**src/rtl/hazard_tracker.sv**
```systemverilog
// Destination-register bookkeeping, load-use detection and PC/IF-ID control for the 5-stage pipeline.
// Define HAZ_BRANCH_ID_EN to resolve branches in ID (extra branch-operand stalls, IF/ID-only flush).
module hazard_tracker #(
  parameter int CNT_W = 16
) (
  input  logic             clk,
  input  logic             rst,
  input  logic [4:0]       IFID_RegisterRs,
  input  logic [4:0]       IFID_RegisterRt,
  input  logic [4:0]       ID_RegisterRd,
  input  logic             ID_RegWrite,
  input  logic             ID_MemRead,
  input  logic             ID_Branch,
  input  logic             BranchTaken,
  output logic             PCWrite,
  output logic             IFIDWrite,
  output logic             IFIDFlush,
  output logic             Stall,
  output logic [4:0]       IDEX_RegisterRs,
  output logic [4:0]       IDEX_RegisterRt,
  output logic [4:0]       IDEX_RegisterRd,
  output logic             IDEX_RegWrite,
  output logic             IDEX_MemRead,
  output logic             EXMEM_RegWrite,
  output logic [4:0]       EXMEM_RegisterRd,
  output logic             EXMEM_MemRead,
  output logic             MEMWB_RegWrite,
  output logic [4:0]       MEMWB_RegisterRd,
  output logic [CNT_W-1:0] StallCount
);

  logic loadUse;
  logic bubble;
  logic idexSrcHit;

  assign idexSrcHit = (IDEX_RegisterRd != 5'd0) &&
                      ((IDEX_RegisterRd == IFID_RegisterRs) || (IDEX_RegisterRd == IFID_RegisterRt));
  assign loadUse    = IDEX_MemRead && idexSrcHit;

`ifdef HAZ_BRANCH_ID_EN
  logic exmemSrcHit;
  logic branchHaz;

  assign exmemSrcHit = (EXMEM_RegisterRd != 5'd0) &&
                       ((EXMEM_RegisterRd == IFID_RegisterRs) || (EXMEM_RegisterRd == IFID_RegisterRt));
  assign branchHaz   = ID_Branch && ((IDEX_RegWrite && idexSrcHit) || (EXMEM_MemRead && exmemSrcHit));

  // A pending stall wins over BranchTaken; the flush only clears IF/ID.
  always_comb begin
    PCWrite   = 1'b0;
    IFIDWrite = 1'b0;
    IFIDFlush = 1'b0;
    Stall     = 1'b0;
    bubble    = 1'b0;
    if (!rst) begin
      if (loadUse || branchHaz) begin
        Stall  = 1'b1;
        bubble = 1'b1;
      end else begin
        PCWrite   = 1'b1;
        IFIDWrite = 1'b1;
        IFIDFlush = BranchTaken;
      end
    end
  end
`else
  logic unusedBranch;
  assign unusedBranch = ID_Branch;

  // EX-resolved branch squashes both IF/ID and ID/EX and overrides the load-use stall.
  always_comb begin
    PCWrite   = 1'b0;
    IFIDWrite = 1'b0;
    IFIDFlush = 1'b0;
    Stall     = 1'b0;
    bubble    = 1'b0;
    if (!rst) begin
      if (BranchTaken) begin
        PCWrite   = 1'b1;
        IFIDWrite = 1'b1;
        IFIDFlush = 1'b1;
        bubble    = 1'b1;
      end else if (loadUse) begin
        Stall  = 1'b1;
        bubble = 1'b1;
      end else begin
        PCWrite   = 1'b1;
        IFIDWrite = 1'b1;
      end
    end
  end
`endif

  always_ff @(posedge clk) begin
    if (rst) begin
      IDEX_RegisterRs  <= '0;
      IDEX_RegisterRt  <= '0;
      IDEX_RegisterRd  <= '0;
      IDEX_RegWrite    <= 1'b0;
      IDEX_MemRead     <= 1'b0;
      EXMEM_RegWrite   <= 1'b0;
      EXMEM_RegisterRd <= '0;
      EXMEM_MemRead    <= 1'b0;
      MEMWB_RegWrite   <= 1'b0;
      MEMWB_RegisterRd <= '0;
      StallCount       <= '0;
    end else begin
      MEMWB_RegWrite   <= EXMEM_RegWrite;
      MEMWB_RegisterRd <= EXMEM_RegisterRd;
      EXMEM_RegWrite   <= IDEX_RegWrite;
      EXMEM_RegisterRd <= IDEX_RegisterRd;
      EXMEM_MemRead    <= IDEX_MemRead;
      if (bubble) begin
        IDEX_RegisterRs <= '0;
        IDEX_RegisterRt <= '0;
        IDEX_RegisterRd <= '0;
        IDEX_RegWrite   <= 1'b0;
        IDEX_MemRead    <= 1'b0;
      end else begin
        IDEX_RegisterRs <= IFID_RegisterRs;
        IDEX_RegisterRt <= IFID_RegisterRt;
        IDEX_RegisterRd <= ID_RegisterRd;
        IDEX_RegWrite   <= ID_RegWrite;
        IDEX_MemRead    <= ID_MemRead;
      end
      if (Stall && (StallCount != '1)) begin
        StallCount <= StallCount + CNT_W'(1);
      end
    end
  end

endmodule
```
**config.mk**
```make
export PLATFORM = sky130hd
export DESIGN_NAME = hazard_tracker
export DESIGN_NICKNAME = d
export VERILOG_FILES = /design/src/rtl/hazard_tracker.sv
export SDC_FILE = /design/constraint.sdc
export NUM_CORES = 1
export LEC_CHECK = 0
export CORE_ASPECT_RATIO = 0.8
export CORE_MARGIN = 3
export CORE_UTILIZATION = 49
export CTS_BUF_LIST = sky130_fd_sc_hd__clkbuf_8
export CTS_CLUSTER_DIAMETER = 50
export DETAILED_ROUTE_END_ITERATION = 10
export HOLD_SLACK_MARGIN = 0.03
export PLACE_DENSITY = 0.87
export SYNTH_ARGS = -nofsm -noshare
export SYNTH_HDL_FRONTEND = slang
export SYNTH_SLANG_ARGS = --single-unit
```
**constraint.sdc**
```tcl
create_clock -name clk -period 3.3 [get_ports clk]
set_input_delay 0.33 -clock clk [delete_from_list [all_inputs] [get_ports clk]]
set_output_delay 0.33 -clock clk [all_outputs]
set_load 0.05 [all_outputs]
```
Word level (Yosys, flattened, before mapping)
Index checks and enable logic that the tools add are counted.
Widths: inputs -> output; s select.
{"block": "word_totals", "in_bits": 21, "out_inout_bits": 50, "regBits": 46, "wordCells": 31}
{"block": "op_classes", "n_reduce_logical": 6, "n_mux": 10, "n_addsub": 1, "n_eq_ne": 3}
{"operator": "$add 16x1->16 const B", "n": 1}
{"operator": "$ne 16x16->1 const B", "n": 1}
{"operator": "$eq 5x5->1", "n": 2}
{"operator": "$mux 1", "n": 10}
{"operator": "$reduce_bool 5->1", "n": 1}
{"operator": "$logic_and 1x1->1", "n": 3}
{"operator": "$reduce_or 2->1", "n": 1}
{"operator": "$logic_or 1x1->1", "n": 1}

Logic depth before layout (Yosys ltp)
{"block": "logic_depth", "ltp_word": 8, "ltp_mapped": 8, "ltp_nobuf": 6}

Worst setup path after synthesis
Ideal clock, no wire load.
{"block": "synth_path", "path_type": "register to output", "startpoint": "register IDEX_RegisterRd[0]", "endpoint": "output Stall", "arrival_ns": 2.974, "n_path_buf": 2, "path_stages_with_launch": 7, "slack_ns": -0.004, "required_ns": 2.970, "path_cell_list": "dfxtp_1 -> xor2_1 -> nor3_1 -> a22oi_1 -> buf_2 -> buf_2 -> nor4_1"}
{"block": "synth_between", "elab_chain_len": 7, "elab_cells_between_ends": 9, "cone_classes": "2 x eq/ne; 3 x mux; 4 x reduce/logical"}
{"item": "from (decl)", "line": "21", "source": "output logic [4:0] IDEX_RegisterRd,"}
{"item": "from (signal assigned)", "line": "122", "source": "IDEX_RegisterRd <= ID_RegisterRd;"}
{"item": "$eq 5x5->1", "line": "37", "source": "((IDEX_RegisterRd == IFID_RegisterRs) || (IDEX_RegisterRd == IFID_RegisterRt));"}
{"item": "$logic_or 1x1->1", "line": "37"}
{"item": "$logic_and 1x1->1 (*)", "line": "36", "source": "assign idexSrcHit = (IDEX_RegisterRd != 5'd0) &&"}
{"item": "$logic_and 1x1->1 (*)", "line": "38", "source": "assign loadUse = IDEX_MemRead && idexSrcHit;"}
{"item": "$mux 1 (*)", "line": "83", "source": "end else if (loadUse) begin"}
{"item": "$mux 1 (*)", "line": "78", "source": "if (BranchTaken) begin"}
{"item": "$mux 1 (*)", "line": "77", "source": "if (!rst) begin"}
{"item": "to (decl)", "line": "18", "source": "output logic Stall,"}
Mark *: on every way between the ends. The rest lies on a longest branch, timed or not.

Final worst setup path
{"block": "layout_path", "startpoint": "input IFID_RegisterRt[4]", "endpoint": "output PCWrite"}
{"block": "layout_between", "elab_chain_len": 7}
{"item": "from (decl)", "line": "9", "source": "input logic [4:0] IFID_RegisterRt,"}
{"item": "$eq 5x5->1", "line": "37"}
{"item": "$logic_or 1x1->1", "line": "37"}
{"item": "$logic_and 1x1->1", "line": "36"}
{"item": "$logic_and 1x1->1", "line": "38"}
{"item": "$mux 1", "line": "83"}
{"item": "$mux 1", "line": "78"}
{"item": "$mux 1", "line": "77"}
{"item": "to (decl)", "line": "15", "source": "output logic PCWrite,"}
Every way passes these cells.

==> metrics.md <==
| Metric | Value |
|---|---|
| Area growth from synthesis to layout | `43.5%` |
| Starting Density | `53.3%` |
| Worst Setup SP | `IFID_RegisterRt[4]` |
| Pins over their slew limit | `0` |
| Maximum root-to-sink buffer count | `2` |
| Dominant combinational cell family by area after synthesis | `simple AND/OR/NAND/NOR gates` |
| Slowest stage cell on the critical path | `sky130_fd_sc_hd__clkdlybuf4s50_1` |
| RSZ-0062 raised after global routing | `false` |
| Synthesized net count | `219` |
| Worst vdd rail ir drop | `0.000320 V` |
| Outcome | `completed` |
| Mux share of post-synthesis cell area | `approximately 2.7%` |
| Most frequently used flop master after synthesis | `sky130_fd_sc_hd__dfxtp_1` |
| Post-CTS setup repair buffer count | `0` |
| DR iter-0 viols | `83` |
| Max Clk Rate | `around 400 MHz` |
| P_sw | `0.279 mW` |
| WS Path Type | `in2out` |
| Die Span X | `75.6 µm` |
| Placed cell areas | `2630 µm²` |
| Critical path arrival | `around 2200 ps` |
| Most instantiated library cell after synthesis | `sky130_fd_sc_hd__dfxtp_1` |
| Post-synthesis register bit count | `46` |
| Most used cell, CP | `sky130_fd_sc_hd__nor3_1` |
| Synth top area cells | `sky130_fd_sc_hd__dfxtp_1, sky130_fd_sc_hd__and2_1, sky130_fd_sc_hd__nor2b_1` |
| Required time worst endpoint | `approximately 3000 ps` |
| Category of the worst setup path launch point | `input port` |
| Pre-Repair DR Iteration Count | `4` |
| Post-place setup slack | `802 ps` |
| CTS tree | `yes` |
| Total die area | `4670 µm²` |
| Routed WL per cell | `~15 µm` |
| Most frequent cells after synthesis | `sky130_fd_sc_hd__dfxtp_1, sky130_fd_sc_hd__and2_1, sky130_fd_sc_hd__nor2b_1` |
| Final-report hold violation count | `0` |
| Antenna Violating Nets Remaining | `0` |
| Total wire length | `4.51 mm` |
| Count of yosys warnings during synthesis | `0` |
| Relative slew slack | `56.6%` |
| Final Wtd Congestion | `0.862` |
| Xor/xnor cell area share of the yosys netlist | `4.61%` |
| Count of max-cap constraint violations | `0` |
| Number of instances resized during post-cts repair | `0` |
| Fraction of the mapped netlist area in compound gates | `a little under an eighth` |
| Post-detailed-route via-to-cell ratio | `5.39` |
| Internal Dissipation | `0.797 mW` |
| Critical Path Sink | `PCWrite` |
| CP peak stage delay | `490 ps` |
| Final HPWL from detailed placement | `3.27 mm` |
| Total via count in the routed design | `1,670` |
| Grt ovf | `0` |
| Final setup skew | `3.01 ps` |
| CTS sink cnt | `46` |
| Leakage power summed over all cells | `0.959 nW` |
| Maximum fanout along the worst path | `19` |
| Clock latency of the later-clocked register in the worst-skew pair | `300 ps` |
| Clock slew seen by the registers of the worst setup and hold paths | `80 ps` |
| Global Route Usage Sum | `21.4%` |
| Number of cell rows | `19` |
| Fillers | `266` |
| Minimum setup slack among reg-to-reg paths | `960 ps` |
| Ratio of cells with drive above 1 in the final layout | `8.58%` |
| Total Negative Setup Slacks | `0 ps` |
| Cell area after layout | `2730 µm²` |
| Library cell with the largest summed area after synthesis | `sky130_fd_sc_hd__dfxtp_1` |
| Maximum number of pins on one net before global-route repair | `35` |
| Proportion of netlist area held by the largest area contributor | `48.5%` |
| Share of synthesized flip-flops with an asynchronous set or reset | `0%` |
| Logic gate share of total power | `13.9%` |
| Portion of the post-synthesis area used by sequential elements | `between 40% and 50%` |
| Cell area after technology mapping | `1900 µm²` |
| Count of different cell masters after synthesis | `38` |
| Port Buf Inserts | `69` |
| Number of global-route vias before repair | `roughly 1,600` |
| Post-synthesis cell count | `197` |
| Startpoint of the worst-slack reg-to-reg timing path | `StallCount[0]$_SDFFE_PP0P_` |
| Final cell count without fillers | `310` |
| Pwr per Cell Area | `395 nW/µm²` |
| Switching power share of the total | `25.9%` |
| Ratio of final minimum period to clock period | `75.8%` |
| Post-Syn Area per Cell | `9.65 µm²` |
| Basic-gate share of the synthesized area counting and, or, nand and nor cells | `28.5%` |
| Clock network power share | `32.7%` |
| Number of enable flip-flop cells after synthesis | `0` |
| Logic depth of the worst register-to-register path | `7` |
| Diodes inserted | `0` |
| Area of the core region | `3570 µm²` |
| Part of the total power dissipated in sequential elements | `53.4%` |
| Final setup viols | `0` |
| Clock root buffer | `sky130_fd_sc_hd__clkbuf_8` |
| Remaining routing DRC violations | `0` |
| TritonCTS buffer count | `5` |
| Worst setup slack after layout | `799 ps` |
| List of cells traversed by the critical path | `clkdlybuf4s50_1, xor2_1, nor3_1, a22oi_1, buf_4, nor3_1, nor2_1, buf_12` |
| Hold buffers post-CTS | `0` |
| Final period demand of the worst path | `approximately 2500 ps` |
| H-tree depth | `2` |
| Endpoint of the worst-slack reg-to-reg timing path | `StallCount[4]$_SDFFE_PP0P_` |
| Worst-Margin Slew | `649 ps` |
| Die height | `61.7 µm` |
| Post-Synth Adder-Cell Area | `0.658%` |
| Antenna violations before repair | `0` |
| Instance count after placement with tap cells included | `slightly above 300` |
| Global-route wire length before repair | `7.36 mm` |
| Top-level I/O count | `71` |
| Setup crit end kind | `output port` |
| Number of nets in the finished design | `a little under 300` |
| Path class of the lowest-slack min-delay path | `reg2reg` |
[power groups by stage]
stage	clock, mW	combinational, mW	sequential, mW
global route	0.381	0.159	0.576
floorplan	0	0.0443	0.628
detailed placement	0	0.149	0.588
global placement	0	0.148	0.587
CTS	0.358	0.150	0.575
finish	0.353	0.150	0.575
[registers in the layout, summed over array words and instances, names as in the netlist]
register,count
IDEX_RegisterRs,5
IDEX_MemRead,1
MEMWB_RegWrite,1
IDEX_RegWrite,1
IDEX_RegisterRd,5
EXMEM_MemRead,1
StallCount,16
MEMWB_RegisterRd,5
EXMEM_RegWrite,1
EXMEM_RegisterRd,5
IDEX_RegisterRt,5
[final cells by class]
cell class              instances  area, µm²  share of cell area (%)
clock inverters                 2       12.5                   0.459
inverters                       2       7.51                   0.275
repair buffers                 73        738                    27.1
well taps                      42       52.6                    1.93
flip-flops and latches         46        921                    33.8
multi-input cells             139        913                    33.5
clock buffers                   6       82.6                    3.03
[worst min path at each step]
| stage | startpoint | end | depth (start not counted) |
|---|---|---|---|
| global placement | EXMEM_RegisterRd[4]$_SDFF_PP0_ | MEMWB_RegisterRd[4]$_SDFF_PP0_ | 1 |
| global route | EXMEM_RegisterRd[4]$_SDFF_PP0_ | MEMWB_RegisterRd[4]$_SDFF_PP0_ | 1 |
| detailed placement | EXMEM_RegisterRd[4]$_SDFF_PP0_ | MEMWB_RegisterRd[4]$_SDFF_PP0_ | 1 |
| CTS | EXMEM_RegisterRd[4]$_SDFF_PP0_ | MEMWB_RegisterRd[4]$_SDFF_PP0_ | 1 |
| floorplan | ID_MemRead | IDEX_MemRead$_SDFF_PP0_ | 1 |
| finish | EXMEM_RegisterRd[4]$_SDFF_PP0_ | MEMWB_RegisterRd[4]$_SDFF_PP0_ | 1 |
[placed cells by master, fill, tap and decap left out, types with 2 or more instances in the layout]
cell / count
sky130_fd_sc_hd__clkdlybuf4s50_1: 66
sky130_fd_sc_hd__dfxtp_1: 46
sky130_fd_sc_hd__and2_1: 17
sky130_fd_sc_hd__nor2b_1: 16
sky130_fd_sc_hd__a21oi_1: 12
sky130_fd_sc_hd__xor2_1: 10
sky130_fd_sc_hd__nor2_1: 10
sky130_fd_sc_hd__or4_1: 9
sky130_fd_sc_hd__nand3_1: 8
sky130_fd_sc_hd__o31ai_1: 8
sky130_fd_sc_hd__nand2_1: 7
sky130_fd_sc_hd__or3_1: 6
sky130_fd_sc_hd__clkbuf_8: 6
sky130_fd_sc_hd__nor3_1: 5
sky130_fd_sc_hd__buf_4: 5
sky130_fd_sc_hd__nand4_1: 4
sky130_fd_sc_hd__o21ai_0: 3
sky130_fd_sc_hd__o21ai_1: 2
sky130_fd_sc_hd__nor4_2: 2
sky130_fd_sc_hd__inv_1: 2
sky130_fd_sc_hd__and3_1: 2
sky130_fd_sc_hd__mux2_4: 2
sky130_fd_sc_hd__nor4_1: 2
sky130_fd_sc_hd__o2111ai_1: 2
sky130_fd_sc_hd__buf_12: 2
[stage by stage]
stage	power [mW]	utilization, %	hold slack, ps
2_1_floorplan	0.673	-	452
3_3_place_gp	0.735	73.8	445
3_5_place_dp	0.737	73.8	449
4_1_cts	1.08	76.5	465
5_1_grt	1.12	76.5	486
6_report	1.08	76.5	463
[critical path, delay by kind of cell]
kind	cells	cell delay [ps]
AOI/OAI and AO/OA	1	230
and+or+nand+nor	3	460
xor gates and xnor gates	1	190
buffers and inverters	3	950
[routing by layer]
layer / track usage, % / share of wire (%) / vias to the layer above
met3: 4.98 / 5.1 / 8
met5: 0 / 0 / -
met2: 34.7 / 48 / 52
met1: 28.0 / 45 / 768
met4: 8.23 / 1.7 / 0
li1: - / - / 842
[logic make-up (layout without fill, tap and decap cells)]
| family | Yosys count | after routing |
|---|---|---|
| multiplexers | 4 | 4 |
| AND/OR/NAND/NOR | 92 | 92 |
| AO/OA/AOI/OAI | 32 | 32 |
| adder cells (fa/ha/maj) | 1 | 1 |
| buffers and inverters | 12 | 83 |
| flip-flops | 46 | 46 |
| XOR/XNOR | 10 | 10 |
(Power assumes the default switching activity.)
